--- config.mk ---
export PLATFORM = sky130hd
export DESIGN_NAME = axi_tagctrl_r_merge
export DESIGN_NICKNAME = d
export VERILOG_FILES = /design/src/rtl/axi_tagctrl_r_merge.sv
export SDC_FILE = /design/constraint.sdc
export NUM_CORES = 1
export LEC_CHECK = 0
export CAP_MARGIN = 20
export CORE_MARGIN = 3
export CORE_UTILIZATION = 59
export DETAILED_ROUTE_END_ITERATION = 10
export PLACE_DENSITY = 0.85
export SYNTH_ARGS = -nofsm -noshare
export SYNTH_HDL_FRONTEND = slang
export SYNTH_SLANG_ARGS = --single-unit
--- constraint.sdc ---
create_clock -name clk_i -period 20.3 [get_ports clk_i]
set_input_delay 4.06 -clock clk_i [delete_from_list [all_inputs] [get_ports clk_i]]
set_output_delay 4.06 -clock clk_i [all_outputs]
set_load 0.05 [all_outputs]
--- src/rtl/axi_tagctrl_r_merge.sv ---
// axi_tagctrl_r_merge
//   Multi-outstanding R-channel tag merger. Read descriptors and memory R
//   beats are queued independently. Tag words from the tag cache are held
//   in a single register. Each beat leaves with the tag bits of every
//   capability it covers placed in the R user field.
// Ports
//   clk_i, rst_ni                       clock, async active-low reset
//   tagctrl_desc_i/_valid_i/_ready_o    read descriptor in
//   r_chan_mst_i/r_chan_valid_i/_ready_o memory-side R beat in
//   tagc_inp_r_i/_valid_i/_ready_o      tag word (data + err) in
//   r_chan_slv_o/_valid_o/_ready_i      merged R beat out
//   len_err_o                           memory last disagreed with length

package tagctrl_r_merge_pkg;
    typedef struct packed {
        int unsigned AxiDataWidth;
        int unsigned CapSize;
        int unsigned TagRFifoDepth;
    } cfg_t;

    localparam cfg_t DefaultCfg = '{AxiDataWidth: 128, CapSize: 128, TagRFifoDepth: 2};

    typedef struct packed {
        logic [47:0] a_x_addr;
        logic [2:0]  a_x_size;
        logic [7:0]  a_x_len;
        logic [3:0]  a_x_id;
        logic [1:0]  a_x_burst;
    } desc_t;

    typedef struct packed {
        logic [63:0] data;
        logic        err;
    } tagc_inp_t;

    typedef struct packed {
        logic [3:0]   id;
        logic [127:0] data;
        logic [1:0]   resp;
        logic         last;
        logic [3:0]   user;
    } r_chan_t;
endpackage

// Plain ring-buffer FIFO; the head shows a pushed entry one cycle later.
module axi_tagctrl_r_merge_fifo #(
    parameter int unsigned Depth = 2,
    parameter type         T     = logic
) (
    input  logic clk_i,
    input  logic rst_ni,
    input  logic push_i,
    input  T     data_i,
    input  logic pop_i,
    output T     data_o,
    output logic full_o,
    output logic empty_o
);
    localparam int unsigned PtrW = (Depth > 1) ? $clog2(Depth) : 1;

    T                mem_q [Depth];
    logic [PtrW-1:0] wptr_q, rptr_q;
    logic [PtrW:0]   cnt_q;
    logic            do_push, do_pop;

    assign full_o  = (cnt_q == (PtrW+1)'(Depth));
    assign empty_o = (cnt_q == '0);
    assign do_push = push_i && !full_o;
    assign do_pop  = pop_i && !empty_o;
    assign data_o  = mem_q[rptr_q];

    function automatic logic [PtrW-1:0] inc(input logic [PtrW-1:0] p);
        return (p == PtrW'(Depth - 1)) ? '0 : p + 1'b1;
    endfunction

    always_ff @(posedge clk_i or negedge rst_ni) begin
        if (!rst_ni) begin
            wptr_q <= '0;
            rptr_q <= '0;
            cnt_q  <= '0;
        end else begin
            if (do_push) wptr_q <= inc(wptr_q);
            if (do_pop)  rptr_q <= inc(rptr_q);
            cnt_q <= cnt_q + (PtrW+1)'(do_push) - (PtrW+1)'(do_pop);
        end
    end

    always_ff @(posedge clk_i) begin
        if (do_push) mem_q[wptr_q] <= data_i;
    end
endmodule

module axi_tagctrl_r_merge #(
    parameter tagctrl_r_merge_pkg::cfg_t Cfg = tagctrl_r_merge_pkg::DefaultCfg,
    parameter int unsigned DescFifoDepth = 4,
    parameter int unsigned TagWordWidth  = 64,
    parameter type tagctrl_desc_t = tagctrl_r_merge_pkg::desc_t,
    parameter type tagc_inp_t     = tagctrl_r_merge_pkg::tagc_inp_t,
    parameter type r_chan_t       = tagctrl_r_merge_pkg::r_chan_t
) (
    input  logic          clk_i,
    input  logic          rst_ni,
    input  tagctrl_desc_t tagctrl_desc_i,
    input  logic          tagctrl_desc_valid_i,
    output logic          tagctrl_desc_ready_o,
    input  r_chan_t       r_chan_mst_i,
    input  logic          r_chan_valid_i,
    output logic          r_chan_ready_o,
    input  tagc_inp_t     tagc_inp_r_i,
    input  logic          tagc_inp_r_valid_i,
    output logic          tagc_inp_r_ready_o,
    output r_chan_t       r_chan_slv_o,
    output logic          r_chan_slv_valid_o,
    input  logic          r_chan_slv_ready_i,
    output logic          len_err_o
);
    localparam int unsigned CapsPerBeat = (Cfg.AxiDataWidth / Cfg.CapSize > 1) ?
                                          Cfg.AxiDataWidth / Cfg.CapSize : 1;
    localparam int unsigned CapShift = $clog2(Cfg.CapSize / 8);
    // Log2 of the byte span covered by one tag word.
    localparam int unsigned RegShift = $clog2(TagWordWidth * Cfg.CapSize / 8);
    localparam int unsigned TiW      = (TagWordWidth > 1) ? $clog2(TagWordWidth) : 1;

    typedef enum logic {IDLE, ACTIVE} state_e;

    state_e        state_q, state_d;
    tagctrl_desc_t desc_head, ctx_q;
    r_chan_t       beat_head, slv_d;
    logic          desc_full, desc_empty, desc_pop, load;
    logic          beat_full, beat_empty;

    localparam int unsigned AddrW = $bits(ctx_q.a_x_addr);
    localparam int unsigned LenW  = $bits(ctx_q.a_x_len);

    logic [LenW-1:0]         cnt_q;
    logic [AddrW-1:0]        num_bytes, incr_addr, next_addr;
    logic [TiW-1:0]          ti;
    logic [TagWordWidth-1:0] tag_q, tag_shift;
    logic                    tv_q, err_q;
    logic                    slv_hs, is_last, region_chg, tag_release, tag_hs;

    assign tagctrl_desc_ready_o = !desc_full;
    assign r_chan_ready_o       = !beat_full;

    axi_tagctrl_r_merge_fifo #(.Depth(DescFifoDepth), .T(tagctrl_desc_t)) i_desc_fifo (
        .clk_i, .rst_ni,
        .push_i (tagctrl_desc_valid_i),
        .data_i (tagctrl_desc_i),
        .pop_i  (desc_pop),
        .data_o (desc_head),
        .full_o (desc_full),
        .empty_o(desc_empty)
    );

    axi_tagctrl_r_merge_fifo #(.Depth(Cfg.TagRFifoDepth), .T(r_chan_t)) i_beat_fifo (
        .clk_i, .rst_ni,
        .push_i (r_chan_valid_i),
        .data_i (r_chan_mst_i),
        .pop_i  (slv_hs),
        .data_o (beat_head),
        .full_o (beat_full),
        .empty_o(beat_empty)
    );

    assign r_chan_slv_valid_o = (state_q == ACTIVE) && tv_q && !beat_empty;
    assign slv_hs             = r_chan_slv_valid_o && r_chan_slv_ready_i;
    assign is_last            = (cnt_q == ctx_q.a_x_len);
    assign len_err_o          = slv_hs && (beat_head.last != is_last);

    // INCR steps to the next size-aligned address; FIXED (burst 0) holds.
    assign num_bytes  = AddrW'(1) << ctx_q.a_x_size;
    assign incr_addr  = (ctx_q.a_x_addr + num_bytes) & ~(num_bytes - AddrW'(1));
    assign next_addr  = (ctx_q.a_x_burst == 2'b00) ? ctx_q.a_x_addr : incr_addr;
    assign region_chg = (next_addr >> RegShift) != (ctx_q.a_x_addr >> RegShift);

    // Releasing the word in the same cycle lets the next word load at once,
    // so region and burst boundaries cost no bubble.
    assign tag_release        = slv_hs && (is_last || region_chg);
    assign tagc_inp_r_ready_o = !tv_q || tag_release;
    assign tag_hs             = tagc_inp_r_valid_i && tagc_inp_r_ready_o;

    assign ti        = TiW'(ctx_q.a_x_addr >> CapShift);
    assign tag_shift = tag_q >> ti;

    always_ff @(posedge clk_i or negedge rst_ni) begin
        if (!rst_ni) state_q <= IDLE;
        else         state_q <= state_d;
    end

    always_comb begin
        state_d  = state_q;
        desc_pop = 1'b0;
        load     = 1'b0;
        case (state_q)
            IDLE: begin
                if (!desc_empty) begin
                    desc_pop = 1'b1;
                    load     = 1'b1;
                    state_d  = ACTIVE;
                end
            end
            ACTIVE: begin
                if (slv_hs && is_last) begin
                    if (!desc_empty) begin
                        desc_pop = 1'b1;
                        load     = 1'b1;
                    end else begin
                        state_d = IDLE;
                    end
                end
            end
            default: state_d = IDLE;
        endcase
    end

    always_ff @(posedge clk_i or negedge rst_ni) begin
        if (!rst_ni) begin
            ctx_q <= '0;
            cnt_q <= '0;
        end else if (load) begin
            ctx_q <= desc_head;
            cnt_q <= '0;
        end else if (slv_hs) begin
            ctx_q.a_x_addr <= next_addr;
            cnt_q          <= cnt_q + 1'b1;
        end
    end

    always_ff @(posedge clk_i or negedge rst_ni) begin
        if (!rst_ni) begin
            tv_q  <= 1'b0;
            err_q <= 1'b0;
            tag_q <= '0;
        end else if (tag_hs) begin
            tv_q  <= 1'b1;
            err_q <= tagc_inp_r_i.err;
            tag_q <= tagc_inp_r_i.data;
        end else if (tag_release) begin
            tv_q <= 1'b0;
        end
    end

    always_comb begin
        slv_d      = beat_head;
        slv_d.id   = ctx_q.a_x_id;
        slv_d.last = is_last;
        slv_d.user = '0;
        for (int unsigned i = 0; i < CapsPerBeat; i++) slv_d.user[i] = tag_shift[i];
        // A tag error hides the tags and upgrades OKAY/EXOKAY to SLVERR.
        if (err_q) begin
            slv_d.user = '0;
            if (!beat_head.resp[1]) slv_d.resp = 2'b10;
        end
    end

    assign r_chan_slv_o = slv_d;
endmodule

Yosys cells after proc, flatten, opt, wreduce, memory -nomap -nowiden
Memories as Yosys holds them, arrays and structs flattened.
Index checks and enable logic that the tools add are counted.
Widths: inputs -> output; s select.
{ "classes": {"muxes": 23, "reduce_logical": 24, "eq_ne": 8, "add_sub_neg": 11, "shift": 2, "bitwise_logic": 3} }
{ "ops": {"columns": ["op", "count"], "rows": [
  ["$mux 48", 3],
  ["$shr 64x6->1", 1],
  ["$add 48x48->48", 1],
  ["$and 48x48->48", 1],
  ["$not 48->48", 1],
  ["$shl 1x3->48 const A", 1],
  ["$sub 48x1->48 const B", 1],
  ["$ne 38x38->1", 1],
  ["$mux 8", 2],
  ["$mux 1", 13],
  ["$logic_and 1x1->1", 11],
  ["$add 8x1->8 const B", 1],
  ["$eq 8x8->1", 1],
  ["$eq 2x2->1 const B", 3],
  ["$mux 2", 3],
  ["$logic_not 1->1", 5],
  ["$add 2x1->2 const B", 2],
  ["$logic_not 2->1", 2],
  ["$pmux 1 s2", 2],
  ["$reduce_bool 2->1", 2],
  ["$add 3x1->3", 1],
  ["$eq 3x3->1 const B", 1],
  ["$logic_not 3->1", 1],
  ["$sub 3x1->3", 1],
  ["other kinds (8)", 10]
]} }
{ "word_totals": {"ff_bits": 151, "n_memories": 2, "mem_bits_rw": 538, "elab_cells": 90, "input_bits": 275, "output_inout_bits": 144} }
{ "memory_table": {"columns": ["name", "words", "word_bits", "rd", "rd_ports_with_merged_regs", "wr", "line", "rtl"], "rows": [
  ["i_beat_fifo.mem_q", 2, 139, 1, 0, 1, "61", "T mem_q [Depth];"],
  ["i_desc_fifo.mem_q", 4, 65, 1, 0, 1, "61", null]
]} }

Longest topological paths before layout
{ "depth": {"word_depth": 11, "mapped_depth": 16, "ltp_nobuf": 13} }

By module
A second synthesis with hierarchy kept.
{ "unflattened": {"hier_cells": 1868, "area_unflattened_um2": 29718.5} }
{ "by_module_without_submodules": {"columns": ["module", "area_each_um2", "n_inst", "cells_per_inst", "seq_area_each_um2"], "rows": [
  ["axi_tagctrl_r_merge_fifo at i_beat_fifo", 10645.2, 1, 451, 8448.1],
  ["axi_tagctrl_r_merge_fifo at i_desc_fifo", 9850.7, 1, 379, 7982.7],
  ["axi_tagctrl_r_merge", 9222.6, 1, 1038, 3503.4]
]} }

Worst setup path after synthesis
Ideal clock, no wire load.
{ "synth_timing": {"kind": "input -> register", "startpoint": "input port r_chan_valid_i", "endpoint": "memory i_beat_fifo.mem_q[0][100] in the netlist's numbering (enable)", "setup_time_ns": 0.623, "stages": 2, "t_required_ns": 19.677, "arrival_time_ns": 9.611, "n_path_buf": 0, "path_slack_ns": 10.065, "path_cell_list": "nand2_1 nor2_1"} }
{ "synth_between": {"elab_chain_len": 3} }
{ "synth_lines": {"columns": ["item", "line", "rtl"], "rows": [
  ["from (decl)", "107", "input logic r_chan_valid_i,"],
  ["$logic_and 1x1->1", "68", "assign do_push = push_i && !full_o;"],
  ["$mux 1", "89", "if (do_push) mem_q[wptr_q] <= data_i;"],
  ["$mux 1 (not written as such)", "89", null],
  ["to (decl)", "61", null]
]} }
No other way between the ends.

Worst setup path after layout
{ "layout_timing": {"startpoint": "input port r_chan_slv_ready_i", "endpoint": "output port tagc_inp_r_ready_o"} }
{ "layout_between": {"elab_chain_len": 3} }
{ "layout_lines": {"columns": ["item", "line", "rtl"], "rows": [
  ["from (decl)", "114", "input logic r_chan_slv_ready_i,"],
  ["$logic_and 1x1->1", "166", "assign slv_hs = r_chan_slv_valid_o && r_chan_slv_ready_i;"],
  ["$logic_and 1x1->1", "178", "assign tag_release = slv_hs && (is_last || region_chg);"],
  ["$logic_or 1x1->1", "179", "assign tagc_inp_r_ready_o = !tv_q || tag_release;"],
  ["to (decl)", "111", "output logic tagc_inp_r_ready_o,"]
]} }
No other way between the ends.

==> metrics.md <==
| Metric | Value |
|---|---|
| Io pins | 419 |
| Worst Hold Path EP | ctx_q[7] |
| Period utilization | 49.62% |
| Slew Limit Fails | 0 |
| Initial Util | 60.14% |
| Count of state elements after synthesis | 673 |
| First-pass GRT wire length | 123.9 mm |
| Logic pwr share | 40.8% |
| CTS Sinks | 673 |
| Sw Pwr | 2.233 mW |
| CTS resizes | 0 |
| Ys flop type | edfxtp_1 |
| DR WL/cell | 25.98 um |
| Pwr/cell area | 154.4 nW/um^2 |
| Setup TNS Final | 0 ps |
| Static leakage | 12.66 nW |
| CP peak stage delay | 810 ps |
| Die W | 230.3 um |
| Sequential Power Share | 37.6% |
| TritonRoute pass-1 iters | 6 |
| DR DRC count | 0 |
| Mapped Area | 29680 um^2 |
| CP Capture Type | output port |
| Post-route ant nets | 0 |
| Top delay family on crit path | buffers and inverters |
| IO buf count | 407 |
| Share of cells above drive strength 1 | 14.74% |
| Flop-to-flop setup slack | 15090 ps |
| Hold_sp | ctx_q[7] |
| CTS H-Tree Depth | 3 |
| Reg-to-Reg Start | tv_q |
| HP Class | flip-flop to flip-flop |
| DP Wirelength | 51.30 mm |
| Sequential share of the synthesized area | 65.54% |
| DP Cell Count | 3030 |
| Via count | 20772 |
| WP buf/inv | 4 |
| Cell chain of the critical path | clkdlybuf4s50_1, nand2_2, buf_4, inv_2, o21ai_0, nand2_1, clkdlybuf4s50_1 |
| Routability Congestion | 0.9192 |
| Std-Cell Rows | 81 |
| Final hold violations | 0 |
| Peak supply drop | 0.09089 mV |
| Routed wire length | 82.48 mm |
| Synth warn | 0 |
| Die height | 230.3 um |
| Setup-failing EPs final | 0 |
| Worst-path clk slew | 50 ps |
| Post-synthesis async set-or-reset flop share | 22.44% |
| Die area | 53040 um^2 |
| Max cap viols | 0 |
| Internal power | 3.382 mW |
| Finished Layout Cells | 3175 |
| Data required, critical path | 16240 ps |
| Final core occ | 73.67% |
| Largest fanout on the critical path | 48 |
| Setup Crit Path Kind | input pin to output port |
| Antenna violations before repair | 21 |
| Synth unique cells | 76 |
| Grt total ovfl | 0 |
| Status | complete, no violations |
| Vias in the first global route | 20682 |
| EDFF count, synth | 522 |
| Switching Share | 39.77% |
| Fmax achieved | 99.27 MHz |
| Worst R2R Path Depth | 17 |
| Detailed Route Iter0 Violations | 2542 |
| Arrival time at the worst endpoint | 6010 ps |
| Crit-path slowest cell | clkdlybuf4s50_1 |
| Vias per cell | 6.542 |
| Largest net degree at the start of global routing | 94 |
| CTS tree | built |
| CP most frequent cell | clkdlybuf4s50_1 |
| Hold path cells | 2 |
| Max-slew headroom | 22.82% |
| RSZ-0062 raised after global routing | no |
| Longest Clk Path Bufs | 3 |
| CP startpoint kind | input pin |
| Global Route Usage Sum | 30.47% |
| Slew @ Worst Pin | 1147 ps |
| Worst reg2reg endpoint | i_desc_fifo.cnt_q[2] |
| Clk pwr share | 21.6% |
| Syn Inst Count | 2095 |
| Core area | 49360 um^2 |
| Clk_lat worst skew | 610 ps |
| Setup Skew | 35.53 ps |
| Clock Tree Root | clkbuf_16 |
| Fillers | 3029 |
| Num CTS Buffers | 68 |
| Final #Nets | 2731 |
| Total setup buffers inserted after CTS | 0 |
| Layout area overhead | 22.50% |
| Minimum clock period | 10070 ps |
| Syn_area_per_cell | 14.17 um^2 |
| CTS Hold Bufs | 0 |
[through the flow]
step / power, mW / area [um^2] / hold WS [ps] / setup WS (ps)
finish: 5.615 / 36360 / 501.7 / 10230
global route: 5.839 / 36350 / 529.9 / 10120
CTS: 5.603 / 36250 / 503.8 / 10220
detailed placement: 4.368 / 34120 / 478.7 / 10230
global placement: 4.284 / 34120 / 472.7 / 10240
floorplan: 3.699 / 29690 / 446.9 / 10070
[layout make-up]
class / count / area (um^2) / share of cell area (%)
sequential: 673 / 19470 / 53.54
multi-input combinational: 1174 / 9235 / 25.40
timing repair buffer: 435 / 4323 / 11.89
clock buffer: 94 / 1893 / 5.206
tap: 664 / 830.8 / 2.285
inverter: 86 / 322.8 / 0.8878
clock inverter: 28 / 237.7 / 0.6538
antenna: 21 / 52.55 / 0.1445
[tightest hold or removal path, delay by kind of cell, from the launching register on]
| kind | cells | cell delay [ps] |
|---|---|---|
| flip-flops | 1 | 350 |
| AND/OR/NAND/NOR | 2 | 120 |
[logic make-up (layout without fill, tap and decap cells)]
| group | count (synthesis) | after routing | share of synthesized area (%) |
|---|---|---|---|
| buf+inv | 250 | 643 | 3.617 |
| other cells | 1 | 24 | 0.01263 |
| flops | 673 | 673 | 65.54 |
| compound gates | 404 | 404 | 9.535 |
| mux | 219 | 219 | 11.55 |
| simple gates | 487 | 487 | 7.693 |
| xor+xnor | 43 | 43 | 1.269 |
| fa+ha+maj | 18 | 18 | 0.7840 |
[power groups by stage]
stage	combinational [mW]	clock, mW	sequential, mW
after global placement	2.19	0	2.10
after CTS	2.26	1.23	2.11
after floorplan	1.71	0	1.99
after detailed placement	2.24	0	2.12
after global routing	2.41	1.29	2.14
final	2.29	1.21	2.11
[how the worst max path moves through the flow]
stage                        from                        end  slack (ps)  depth (start not counted)
3_5_place_dp   r_chan_slv_ready_i         tagc_inp_r_ready_o       10230                          7
6_report       r_chan_slv_ready_i         tagc_inp_r_ready_o       10230                          7
3_3_place_gp   r_chan_slv_ready_i         tagc_inp_r_ready_o       10240                          7
5_1_grt        r_chan_slv_ready_i         tagc_inp_r_ready_o       10120                          7
4_1_cts        r_chan_slv_ready_i         tagc_inp_r_ready_o       10220                          7
2_1_floorplan      r_chan_valid_i  i_beat_fifo.mem_q[0][100]       10070                          2
[synthesized netlist by cell type, types with 4 or more instances]
cell	number	area [um^2]
inv_1	85	319.1
o31ai_1	4	30.03
and3_1	21	131.4
and2_1	5	31.28
nor2_1	74	277.8
or4_1	6	45.04
mux2_2	128	1441
or3_1	7	43.79
a41oi_1	7	61.31
clkbuf_1	109	409.1
nand3_1	96	480.5
mux2i_1	5	50.05
nor4_1	9	56.30
buf_4	13	97.59
nand4_1	32	200.2
xor2_1	25	219.0
buf_2	20	100.1
a21oi_1	27	135.1
edfxtp_1	522	15680
dfrtp_1	151	3779
a21o_1	6	45.04
nor3_1	18	90.09
o2111ai_1	131	1147
o21ai_1	5	25.02
o21ai_0	107	535.5
nor3b_1	4	30.03
buf_1	13	48.80
buf_6	8	90.09
ha_1	17	212.7
a31oi_1	85	531.8
nand2_1	194	728.2
and4_1	4	35.03
mux4_2	86	1937
xnor2_1	18	157.7
[cells in the final DEF, fill, tap and decap left out, drive strengths merged, types with 75 or more instances in the layout]
cell type / n
nor2: 75
mux4: 86
a31oi: 85
edfxtp: 522
clkbuf: 94
nand2: 194
inv: 88
clkdlybuf4s50: 405
nand3: 96
o2111ai: 132
o21ai: 113
dfrtp: 151
mux2: 128
[sequential cells by signal, indices dropped and copies added (netlist names)]
name / cells
cnt_q: 8
ctx_q: 61
err_q: 1
i_beat_fifo.cnt_q: 2
i_beat_fifo.mem_q: 262
i_beat_fifo.rptr_q: 1
i_beat_fifo.wptr_q: 1
i_desc_fifo.cnt_q: 3
i_desc_fifo.mem_q: 260
i_desc_fifo.rptr_q: 2
i_desc_fifo.wptr_q: 2
r_chan_slv_o: 4
state_q: 1
tag_q: 64
tv_q: 1
[layer usage]
metal  GRT usage (%)  vias up  wire [um]
li1                -     8875          -
met2           51.75     1159      41950
met5               0        -         37
met3           6.008      207       7041
met4           12.18        6       3233
met1           38.90    10525      30220
Power figures use the tool's default switching activity.
